## src/rtl/xs3_pkg.sv

```systemverilog
// Shared constants, state encoding and code-validity helper for the
// excess-3 to BCD receive path.
package xs3_pkg;

  localparam logic [3:0] XS3_OFFSET = 4'd3;
  localparam logic [3:0] XS3_MIN    = 4'h3;
  localparam logic [3:0] XS3_MAX    = 4'hC;

  typedef enum logic {
    COLLECT = 1'b0,
    HOLD    = 1'b1
  } xs3_state_e;

  // Excess-3 only uses codes 3..C; everything outside that window is
  // a corrupted digit.
  function automatic logic xs3_valid(input logic [3:0] code);
    return (code >= XS3_MIN) && (code <= XS3_MAX);
  endfunction

endpackage

```

## src/rtl/xs3_digit_dec.sv

```systemverilog
// Single-nibble excess-3 to BCD converter. Invalid codes decode to zero
// and raise err_o so the word can still be delivered with a mask.
module xs3_digit_dec
  import xs3_pkg::*;
(
  input  logic [3:0] code_i,
  output logic [3:0] bcd_o,
  output logic       err_o
);

  // Subtract the excess-3 bias, forcing zero for codes outside 3..C.
  always_comb begin
    err_o = !xs3_valid(code_i);
    bcd_o = err_o ? 4'h0 : (code_i - XS3_OFFSET);
  end

endmodule

```

## src/rtl/xs3_bcd_decoder.sv

```systemverilog
// Sequential excess-3 to BCD decoder. Digits arrive MSD first over a
// valid/ready handshake, are packed DIGITS at a time and delivered with a
// per-digit invalid-code mask on a second valid/ready interface.
// Optional feature: define XS3_ERR_CNT_EN to add err_count, a saturating
// count of invalid digits accepted since reset.
module xs3_bcd_decoder
  import xs3_pkg::*;
#(
  parameter int unsigned DIGITS = 4
) (
  input  logic                  clk,
  input  logic                  rst,
  input  logic                  in_valid,
  output logic                  in_ready,
  input  logic [3:0]            in_digit,
  output logic                  out_valid,
  input  logic                  out_ready,
  output logic [4*DIGITS-1:0]   out_bcd,
  output logic                  out_err,
  output logic [DIGITS-1:0]     out_err_mask
`ifdef XS3_ERR_CNT_EN
  ,
  output logic [7:0]            err_count
`endif
);

  localparam logic [3:0] LAST_IDX = 4'(DIGITS - 1);

  xs3_state_e          state_q, state_d;
  logic [3:0]          cnt_q, cnt_d;
  logic [4*DIGITS-1:0] work_bcd_q, work_bcd_d;
  logic [DIGITS-1:0]   work_mask_q, work_mask_d;
  logic [4*DIGITS-1:0] out_bcd_q, out_bcd_d;
  logic [DIGITS-1:0]   out_mask_q, out_mask_d;
  logic                out_valid_q, out_valid_d;

  logic [3:0]          dec_bcd;
  logic                dec_err;
  logic                accept;
  logic [4*DIGITS-1:0] shift_bcd;
  logic [DIGITS-1:0]   shift_mask;

  xs3_digit_dec u_dec (
    .code_i (in_digit),
    .bcd_o  (dec_bcd),
    .err_o  (dec_err)
  );

  assign in_ready     = (state_q == COLLECT);
  assign accept       = in_valid && in_ready;
  assign out_valid    = out_valid_q;
  assign out_bcd      = out_bcd_q;
  assign out_err_mask = out_mask_q;
  assign out_err      = |out_mask_q;

  // Working register with the incoming digit shifted in at the LSB end,
  // so the first digit of a word ends up in the top nibble.
  always_comb begin
    shift_bcd        = work_bcd_q << 4;
    shift_bcd[3:0]   = dec_bcd;
    shift_mask       = work_mask_q << 1;
    shift_mask[0]    = dec_err;
  end

  // Next-state logic: collect DIGITS nibbles, then hold the word until taken.
  always_comb begin
    state_d     = state_q;
    cnt_d       = cnt_q;
    work_bcd_d  = work_bcd_q;
    work_mask_d = work_mask_q;
    out_bcd_d   = out_bcd_q;
    out_mask_d  = out_mask_q;
    out_valid_d = out_valid_q;
    case (state_q)
      COLLECT: begin
        if (accept) begin
          if (cnt_q == LAST_IDX) begin
            cnt_d       = 4'd0;
            out_bcd_d   = shift_bcd;
            out_mask_d  = shift_mask;
            out_valid_d = 1'b1;
            work_bcd_d  = '0;
            work_mask_d = '0;
            state_d     = HOLD;
          end else begin
            cnt_d       = cnt_q + 4'd1;
            work_bcd_d  = shift_bcd;
            work_mask_d = shift_mask;
          end
        end
      end
      HOLD: begin
        if (out_valid_q && out_ready) begin
          out_valid_d = 1'b0;
          state_d     = COLLECT;
        end
      end
      default: begin
        state_d = COLLECT;
      end
    endcase
  end

  // State and datapath registers with synchronous reset.
  always_ff @(posedge clk) begin
    if (rst) begin
      state_q     <= COLLECT;
      cnt_q       <= 4'd0;
      work_bcd_q  <= '0;
      work_mask_q <= '0;
      out_bcd_q   <= '0;
      out_mask_q  <= '0;
      out_valid_q <= 1'b0;
    end else begin
      state_q     <= state_d;
      cnt_q       <= cnt_d;
      work_bcd_q  <= work_bcd_d;
      work_mask_q <= work_mask_d;
      out_bcd_q   <= out_bcd_d;
      out_mask_q  <= out_mask_d;
      out_valid_q <= out_valid_d;
    end
  end

`ifdef XS3_ERR_CNT_EN
  logic [7:0] err_cnt_q, err_cnt_d;

  // Saturating tally of invalid digits actually accepted.
  always_comb begin
    err_cnt_d = err_cnt_q;
    if (accept && dec_err && (err_cnt_q != 8'hFF)) begin
      err_cnt_d = err_cnt_q + 8'd1;
    end
  end

  // Error counter register, cleared only by reset.
  always_ff @(posedge clk) begin
    if (rst) begin
      err_cnt_q <= 8'd0;
    end else begin
      err_cnt_q <= err_cnt_d;
    end
  end

  assign err_count = err_cnt_q;
`endif

endmodule
```

## config.mk

```make
export PLATFORM = sky130hd
export DESIGN_NAME = xs3_bcd_decoder
export DESIGN_NICKNAME = d
export VERILOG_FILES = /design/src/rtl/xs3_pkg.sv /design/src/rtl/xs3_digit_dec.sv /design/src/rtl/xs3_bcd_decoder.sv
export SDC_FILE = /design/constraint.sdc
export NUM_CORES = 1
export LEC_CHECK = 0
export ABC_CLOCK_PERIOD_IN_PS = 1800
export CAP_MARGIN = 20
export CORE_MARGIN = 1.5
export CORE_UTILIZATION = 45
export DETAILED_ROUTE_END_ITERATION = 8
export PLACE_DENSITY = 0.74
export SYNTH_ARGS = -nofsm -noshare
export SYNTH_HDL_FRONTEND = slang
export SYNTH_SLANG_ARGS = --single-unit
```

## constraint.sdc

```tcl
create_clock -name clk -period 1.8 [get_ports clk]
set_clock_uncertainty 0.05 [all_clocks]
set_input_delay 0.36 -clock clk [delete_from_list [all_inputs] [get_ports clk]]
set_output_delay 0.36 -clock clk [all_outputs]
set_load 0.02 [all_outputs]
```

Yosys cells after proc, flatten, opt, wreduce, memory -nomap -nowiden
Cells that the tools add are included.

word-level totals
  register bits = 41
  output and inout port bits = 23
  latch bits = 0
  memories = 0
  input bits = 8
  bits in read-only memories = 0
  bits in writable memories = 0
  logic and storage cells = 36

cells by class
  multiplexer cells = 12
  multiply operators = 0
  reduce and logical (&&, ||, !) cells = 8
  bitwise gates (word level) = 1
  order comparisons = 2
  div/mod/pow operators = 0
  add/subtract/negate cells = 2
  eq/ne operators = 4
  shift-type cells = 0

operators by type and width
  kind                   count
  $mux W12               1
  $mux W4                2
  $mux W1                6
  $ne A2 B1 Y1 const B   3
  $reduce_and A3 Y1      2
  $add A4 B1 Y4 const B  1
  $eq A4 B2 Y1 const B   1
  $ge A4 B2 Y1 const B   1
  $le A4 B4 Y1 const B   1
  $pmux W1 S2            2
  $reduce_or A4 Y1       1
  $sub A4 B2 Y4 const B  1
  $logic_and A1 B1 Y1    3
  $mux W3                1
  $reduce_and A2 Y1      1
  $logic_not A1 Y1       1
  $not A1 Y1             1

Longest topological paths before layout
Gate-level depths: netlist of run 1.

  depth in word-level cells = 4
  depth in mapped cells = 7
  mapped depth without buffers = 6

Modules after synthesis
A second synthesis of run 1 with hierarchy kept.

second synthesis, totals
  cell total of the unflattened synthesis = 225
  area, all modules = 1770.4 sq um

modules (own cells, without submodules)
  module           instances  cells an instance  area an instance (sq um)  sequential area each (sq um)
  xs3_bcd_decoder  1          207                1665.3                    820.8
  xs3_digit_dec    1          18                 105.1                     0.0

Least setup slack after synthesis of run 1
Ideal clock, no wire load.

  kind = reg-to-reg
  start point = register cnt_q[0]
  end point = register work_bcd_q[4]
  setup slack = 0.142 ns
  data arrival time = 1.480 ns
  clock period less this slack = 1.658 ns
  data required time = 1.622 ns
  setup time = 0.128 ns
  stages on the path, launching flop included = 8
  buffers on the path = 2
  cell sequence = dfxtp_1 ha_1 or3b_4 and2_4 buf_6 buf_6 a22oi_1 nor2_1

between the ends
  cells in the longest elaborated chain, start to end = 2

RTL lines
  element                 line                    text
  start, declared         xs3_bcd_decoder.sv:30   logic [3:0] cnt_q, cnt_d;
  start signal, assigned  xs3_bcd_decoder.sv:116  cnt_q <= cnt_d;
  $eq A4 B2 Y1            xs3_bcd_decoder.sv:77   if (cnt_q == LAST_IDX) begin
  $mux W12                xs3_bcd_decoder.sv:77
  end signal, assigned    xs3_bcd_decoder.sv:117  work_bcd_q <= work_bcd_d;
  end, declared           xs3_bcd_decoder.sv:31   logic [4*DIGITS-1:0] work_bcd_q, work_bcd_d;

Every way passes these cells.
A chain may end at the register's enable or synchronous reset.

Final worst setup path of run 1
  start point = register out_mask_q[3], in the netlist out_err_mask[3]
  end point = output out_err

between the ends
  cells in the longest elaborated chain, start to end = 1

RTL lines
  element                 line                    text
  start, declared         xs3_bcd_decoder.sv:34   logic [DIGITS-1:0] out_mask_q, out_mask_d;
  start signal, assigned  xs3_bcd_decoder.sv:120  out_mask_q <= out_mask_d;
  $reduce_or A4 Y1        xs3_bcd_decoder.sv:54   assign out_err = |out_mask_q;
  end, declared           xs3_bcd_decoder.sv:19   output logic out_err,

Every way passes these cells.

==> results summary, run 1 <==
The run finished with clean final reports. The first global-routing pass estimated roughly 5 mm of wire. The number of setup buffers added after CTS is 0. After detailed routing, the number of vias per cell comes to 5.26.

For this run, the number of Yosys warnings is 0. Net switching is 21.4% of the power. The period utilization is 97.0%.

The tool flagged a number of max-cap violations equal to 0. In this run, CTS created clock tree buffers numbering 5. The proportion of register bits with asynchronous set or reset after synthesis came out at 0%.

Routability-driven placement finished with a final weighted congestion of a little under 0.9. The slew of the pin with the lowest slew margin is between 200 and 300 ps. The post-placement cell count is ~230. In the post-synthesis netlist, the cell with the most instances is sky130_fd_sc_hd__dfxtp_1. The global-route met2 utilization is about a third. The H-tree generated during clock tree synthesis spans 2 levels. The x dimension of the die is 61.1 um.

The mean routed wirelength per cell came out at approximately 13 um. When the netlist entered floorplanning its net count stood at approximately 160. The maximum single-stage delay on the critical path came out at ~500 ps. The areal power density over the cells came out at about 870 nW/um2.

After clock tree synthesis, the repair step resized 6 gates. The number of remaining DRC errors is 0. The routing usage on met3 came out at just over 6%. CTS placed an instance of sky130_fd_sc_hd__clkbuf_4 at the clock tree root. The antenna diode instance count came out at 0. The maximum buffer depth of the clock tree came out at 2.

The share of total power in combinational logic came out at under 10%. The global routing usage on met1 came out at between 10% and 20%. The clock group share of total power came out at roughly two fifths. The internal power contribution came out at between 1 and 1.5 mW.

The count of endpoints failing hold in the final timing report is 0. The count of cell types in the netlist is 34. For this run, the leading register cell type out of synthesis is sky130_fd_sc_hd__dfxtp_1. The area fraction of the dominant cell type after synthesis came out at between 50% and 60%.

The total iterations of the first detailed-routing run is 4. The post-detailed-route count of antenna-violating nets came out at 0. Pin placement for this block handled 31 I/O pins. Across all layers, the routed design uses around 1200 vias. In this run the cell area of the synthesized design comes to around 1500 um2.

The design draws about 1.8 mW. The number of setup violations in the final report came out at 0. The worst pin sits at a relative slew slack of roughly four fifths. The clock sink total is approximately 40. The required time of the worst setup path came out at between 1000 and 1500 ps.

The die footprint is 3740 um2. The final net count came out at 202. The routed wire length came out at 2.98 mm. Before CTS, the worst setup slack after placement is -228 ps. In the post-synthesis netlist, the biggest area contributors are sky130_fd_sc_hd__dfxtp_1, sky130_fd_sc_hd__a22o_1, sky130_fd_sc_hd__a22oi_1, sky130_fd_sc_hd__nor2_1, sky130_fd_sc_hd__ha_1. In this run the standard cell core region covers 3130 um2. The total routing usage reported by global routing is a little under a fifth. After the flow finishes, the layout carries non-filler instances totaling around 240. The largest total area in the synthesized netlist belongs to sky130_fd_sc_hd__dfxtp_1. The area of all placed cells without fillers is 2090 um2. The number of synthesized flops with an enable pin came out at 0.

The switching component of the power is 389 uW. met2 is the most crowded layer. The count of hold buffers inserted by post-cts repair came out at 0.

The detailed placer's ending HPWL came out at between 2 and 2.5 mm. Cells with a size suffix above 1 make up roughly 17% of the layout. The area growth from synthesis to layout is 37.4%. The maximum clock frequency is ~570 MHz. The kind of cell with the highest combined delay along the critical path is simple AND/OR/NAND/NOR gates.

STA classifies the critical path endpoint as an output port. During placement, the flow inserted port buffers numbering 30. The synthesized instance count is between 100 and 150.

By count the netlist is led by sky130_fd_sc_hd__dfxtp_1, sky130_fd_sc_hd__nor2_1, sky130_fd_sc_hd__a22o_1, sky130_fd_sc_hd__a22oi_1, sky130_fd_sc_hd__nand2_1. The sequential fraction of the synthesis area is a little over half. The worst hold path belongs to the class flip-flop to flip-flop. The detailed router's first-iteration violation count came out at 26. The clock input transition at the sequential cells of the worst setup and hold paths is 120 ps.

Across all setup checks in the final design, the least slack found is roughly 54 ps. The overall overflow remaining after global route came out at 0. The number of slew-limit violations in the final report is 0. Summed over all cells, the static leakage comes to 0.885 nW. The initial cell density of the core came out at 48.6%.

The number of antenna violations at the first check in global routing is 0. Data on the critical path arrives at its endpoint at about 1300 ps. The worst vdd rail ir drop came out at around 0.00048 V. The worst setup path is of the flip-flop to output port kind. The worst path needs approximately 1700 ps of the cycle, external delays included. The clock latency reported for the late side of the worst-skew pair is roughly 330 ps. The post-synthesis area per instance came out at around 10 um2.

Per report_power, the sequential group accounts for between 50% and 60% of the total. On the critical path, the stage with the largest delay is an instance of sky130_fd_sc_hd__or4_1. The floorplan has 20 rows. Summing all placed instances gives a cell area of just under 2000 um2. The CTS tree is built. The height of the chip is a little over 60 um.

Together, buffers and inverters on the worst path number 1. Entering global routing, the biggest net connects 21 pins. The via count of the first global-routing pass came to ~1200.

Setup repair after global routing could not meet its margin everywhere. The maximum fanout along the worst path is 2. The flip-flop and latch count after synthesis is between 40 and 50. The type of element launching the critical path is a flip-flop.

The critical path goes through or4_1 -> buf_2.
## path summary, 6_finish.rpt
check / startpoint / endpoint / slack, ps / cells past startpoint
worst min-delay path: out_bcd[3] / out_bcd[3] / 430 / 1
worst min register to register: out_bcd[3] / out_bcd[3] / 430 / 1
worst max-delay path: out_err_mask[3] / out_err / 50 / 2
worst max register to register: cnt_q[0] / out_err_mask[3] / 90 / 6
## cell type report
type | instances | area, um2
fill | 245 | 1040
sequential | 41 | 821
multi-input combinational | 90 | 617
timing repair buffer | 47 | 468
clock inverter | 3 | 68.8
tap | 44 | 55.1
clock buffer | 5 | 37.5
inverter | 6 | 22.5
## logic make-up (layout without fill, tap and decap cells)
logic type | count (synthesis) | count (layout) | share of synthesized area (%)
buf+inv | 16 | 61 | 5.43
simple gates | 41 | 41 | 13.4
flops | 41 | 41 | 54.0
xor+xnor | 2 | 2 | 1.15
fa+ha+maj | 3 | 3 | 2.47
compound gates | 43 | 43 | 22.9
mux | 1 | 1 | 0.658
## metrics by stage
step           setup TNS (ps)  utilization [%]  hold slack, ps
2_1_floorplan               0                -             393
3_5_place_dp            -1640             63.3             409
4_1_cts                     0             66.5             436
3_3_place_gp            -1040             63.3             397
5_1_grt               -0.0704             66.8             453
6_report                    0             66.8             432
## power by group through the flow
| stage | Sequential [mW] | Clock, mW | Combinational [mW] |
|---|---|---|---|
| 2_1_floorplan | 0.953 | 0 | 0.0813 |
| 3_3_place_gp | 0.954 | 0 | 0.144 |
| 3_5_place_dp | 0.955 | 0 | 0.151 |
| 4_1_cts | 0.935 | 0.753 | 0.151 |
| 5_1_grt | 0.937 | 0.804 | 0.165 |
| 6_report | 0.935 | 0.739 | 0.150 |
## layer usage
layer / vias up / part of all wire, %
met3: 2 / 3.2
met2: 27 / 53
met1: 594 / 43
met5: - / 0
li1: 619 / -
met4: 0 / 0.50
## worst reg2reg max path, stage by stage, from the launching register on
cell,delay [ps]
sky130_fd_sc_hd__dfxtp_1,410
sky130_fd_sc_hd__ha_1,180
sky130_fd_sc_hd__or3b_4,410
sky130_fd_sc_hd__nor2_4,100
sky130_fd_sc_hd__nor2_1,70
sky130_fd_sc_hd__buf_12,160
sky130_fd_sc_hd__a22o_1,230
## layout by cell type (no fill, tap or decap), types with 2 or more instances in the layout
cell type	count
sky130_fd_sc_hd__nor2_1	18
sky130_fd_sc_hd__buf_12	3
sky130_fd_sc_hd__nor2b_1	2
sky130_fd_sc_hd__a32oi_1	2
sky130_fd_sc_hd__nor3_1	2
sky130_fd_sc_hd__clkdlybuf4s50_1	23
sky130_fd_sc_hd__dlymetal6s2s_1	4
sky130_fd_sc_hd__buf_4	14
sky130_fd_sc_hd__dfxtp_1	41
sky130_fd_sc_hd__a22o_1	17
sky130_fd_sc_hd__inv_1	6
sky130_fd_sc_hd__nand2_1	9
sky130_fd_sc_hd__a32o_1	2
sky130_fd_sc_hd__a21oi_1	3
sky130_fd_sc_hd__bufinv_16	2
sky130_fd_sc_hd__xor2_1	2
sky130_fd_sc_hd__o22ai_1	2
sky130_fd_sc_hd__clkbuf_4	5
sky130_fd_sc_hd__dlygate4sd2_1	2
sky130_fd_sc_hd__a22oi_1	11
sky130_fd_sc_hd__ha_1	3
## registers in the layout, summed over array words and instances (netlist names)
name          flops
cnt_q             4
out_bcd          16
out_err_mask      4
out_valid         1
state_q           1
work_bcd_q       12
work_mask_q       3
Power figures use the tool's default switching activity.
==> run 2: changes to the inputs <==
--- a/config.mk
+++ b/config.mk
@@ -11,6 +11,7 @@
 export CORE_UTILIZATION = 45
 export DETAILED_ROUTE_END_ITERATION = 8
 export PLACE_DENSITY = 0.74
+export SETUP_SLACK_MARGIN = 0.02
 export SYNTH_ARGS = -nofsm -noshare
 export SYNTH_HDL_FRONTEND = slang
 export SYNTH_SLANG_ARGS = --single-unit
==> results summary, run 2 (synthesized netlist as in run 1, its figures left out) <==
The flow ran to the end, and the final reports show no timing, DRC or antenna violations. The initial cell density of the core is 48.6%. The number of antenna violations at the first check in global routing came out at 0. Row generation in the floorplan step produced 20 rows. The top-level I/O count came out at 31.

The antenna diode instance count is 0. The clock input transition at the sequential cells of the worst setup and hold paths came out at between 100 and 150 ps. The worst hold path belongs to the class flip-flop to flip-flop. The total routing usage reported by global routing is a little under a fifth. The count of port buffers added during placement came out at 30.

The number of flip-flops in the largest register came out at 16. The library cell used most frequently in the layout, excluding fill and tap cells, is sky130_fd_sc_hd__dfxtp_1. The number of remaining DRC errors came out at 0. The first global-routing pass estimated about 5 mm of wire. The final net count is a little over 200. The post-detailed-route count of antenna-violating nets came out at 0. The area growth from synthesis to layout is 38.7%.

The routed wire length came out at around 3.0 mm. In this run, CTS created clock tree buffers numbering 5. Prior to clock tree synthesis, the placed netlist has a worst setup slack of -228 ps.

The worst endpoint data arrival time is 1340 ps. The core box area came out at between 3000 and 4000 um2. The routability-driven placement congestion ratio is 0.875. The post-route netlist has between 10% and 20% of its cells at a drive strength greater than 1. The x dimension of the die came out at 61.1 um. After layout, the worst path uses 97.0% of the clock period. Counting I/O delays and the setup requirement, the final critical path takes approximately 1700 ps. The required time of the worst setup path came out at approximately 1400 ps. The die is 61.1 um tall.

Setup repair after global routing could not meet its margin everywhere. Counting every sink on the clock net gives about 40. The standard cell with the maximum stage delay on the critical path is sky130_fd_sc_hd__or4_1. Setup slack closes at ~54 ps. The maximum level of the CTS H-tree came out at 2. Across the run, the number of max-cap violations was 0. TritonCTS built the clock tree. The number of buffers and inverters on the critical path is 1. The detailed router's first-iteration violation count is 31.

The floorplan step defined a die boundary enclosing between 3000 and 4000 um2. The type of element launching the critical path is a flip-flop. The count of endpoints failing hold in the final timing report is 0. The tree is rooted in a sky130_fd_sc_hd__clkbuf_4. The critical path goes through or4_1 -> buf_2. The worst setup path is of the flip-flop to output port kind. The vias after detailed routing is about 1200. On the critical path the largest part of the delay comes from simple AND/OR/NAND/NOR gates. In this run the worst path has a maximum fanout of 2. The post-CTS setup-driven buffer insertion count is 0. Before antenna repair, the detailed router went through 4 iterations. STA classifies the critical path endpoint as an output port. The clock latency reported for the late side of the worst-skew pair came out at roughly 330 ps. At the pin with the least slew margin, the transition time is 292 ps. In this run the power density over the cells is approximately 870 nW/um2. The ratio of routed vias to standard cells is 5.25. Measured against its own limit, the worst slew margin works out to 80.5%. The count of hold buffers inserted by post-cts repair came out at 0. The top cell types in the final layout, fill and taps aside, are sky130_fd_sc_hd__dfxtp_1, sky130_fd_sc_hd__nor2_1, sky130_fd_sc_hd__a22o_1. The maximum buffer depth of the clock tree came out at 2.

The via count of the first global-routing pass came out at between 1000 and 1500. In this design, the stage delay of the slowest critical-path cell is 500 ps. The pin count of the biggest net entering global routing came out at 21.

The mean routed wirelength per cell came out at 12.7 um. The detailed placer's ending HPWL came out at around 2.3 mm. The analysis attributes to cell leakage a power of 1.06 nW. The overall overflow remaining after global route came out at 0. The maximum clock frequency came out at about 570 MHz. The number of setup violations in the final report came out at 0. The number of slew-limit violations in the final report came to 0. The worst-case hold slack is 432 ps.

The worst vdd rail ir drop came out at about 0.00048 V.
## run 2: cell count changes in the layout (fill, tap and decap cells not counted), sizes merged
| cell | previous run | this run |
|---|---|---|
| clkdlybuf4s50 | 23 | 13 |
| dlymetal6s2s | 4 | 12 |
| dlygate4sd2 | 2 | 4 |
## run 2: cell type report
class	count	area [um2]
fillers	236	1020
flip-flops and latches	41	822
multi-input cells	90	617
repair buffers	47	485
clock inverters	3	68.8
well taps	44	55.1
clock buffers	5	37.5
inverters	6	22.5
## run 2: worst paths after layout
check	startpoint	cells past startpoint	endpoint	slack (ps)
worst max-delay path	out_err_mask[3]	2	out_err	50
worst min-delay path	out_bcd[3]	1	out_bcd[3]	430
worst max register to register	cnt_q[0]	6	out_err_mask[3]	140
worst min register to register	out_bcd[3]	1	out_bcd[3]	430
## run 2: layer usage
layer | GRT usage, % | vias to the layer above | wire, um
li1 | - | 620 | -
met1 | 19.9 | 594 | 1310
met2 | 32.5 | 23 | 1580
met3 | 5.88 | 2 | 100
met4 | 6.21 | 0 | 15
met5 | 0 | - | 0
## run 2: power by group
part / total [mW] / internal [mW] / switching [mW]
Clock: 0.740 / 0.437 / 0.302
Sequential: 0.935 / 0.923 / 0.0125
Combinational: 0.149 / 0.0743 / 0.0749
## run 2: timing repair
action / CTS / global route
pin swaps: 0 / 0
setup endpoints to repair: 5 / 16
gates resized for setup: 8 / 13
## run 2: through the flow
step | power (mW) | area [um2] | TNS [ps] | instances | utilization [%]
floorplan | 1.03 | 1520 | 0 | 147 | -
finish | 1.82 | 2110 | 0 | 236 | 67.4
global placement | 1.10 | 1980 | -1040 | 228 | 63.3
detailed placement | 1.11 | 1980 | -1640 | 228 | 63.3
CTS | 1.84 | 2080 | 0 | 236 | 66.4
global route | 1.91 | 2110 | -0.0704 | 236 | 67.4
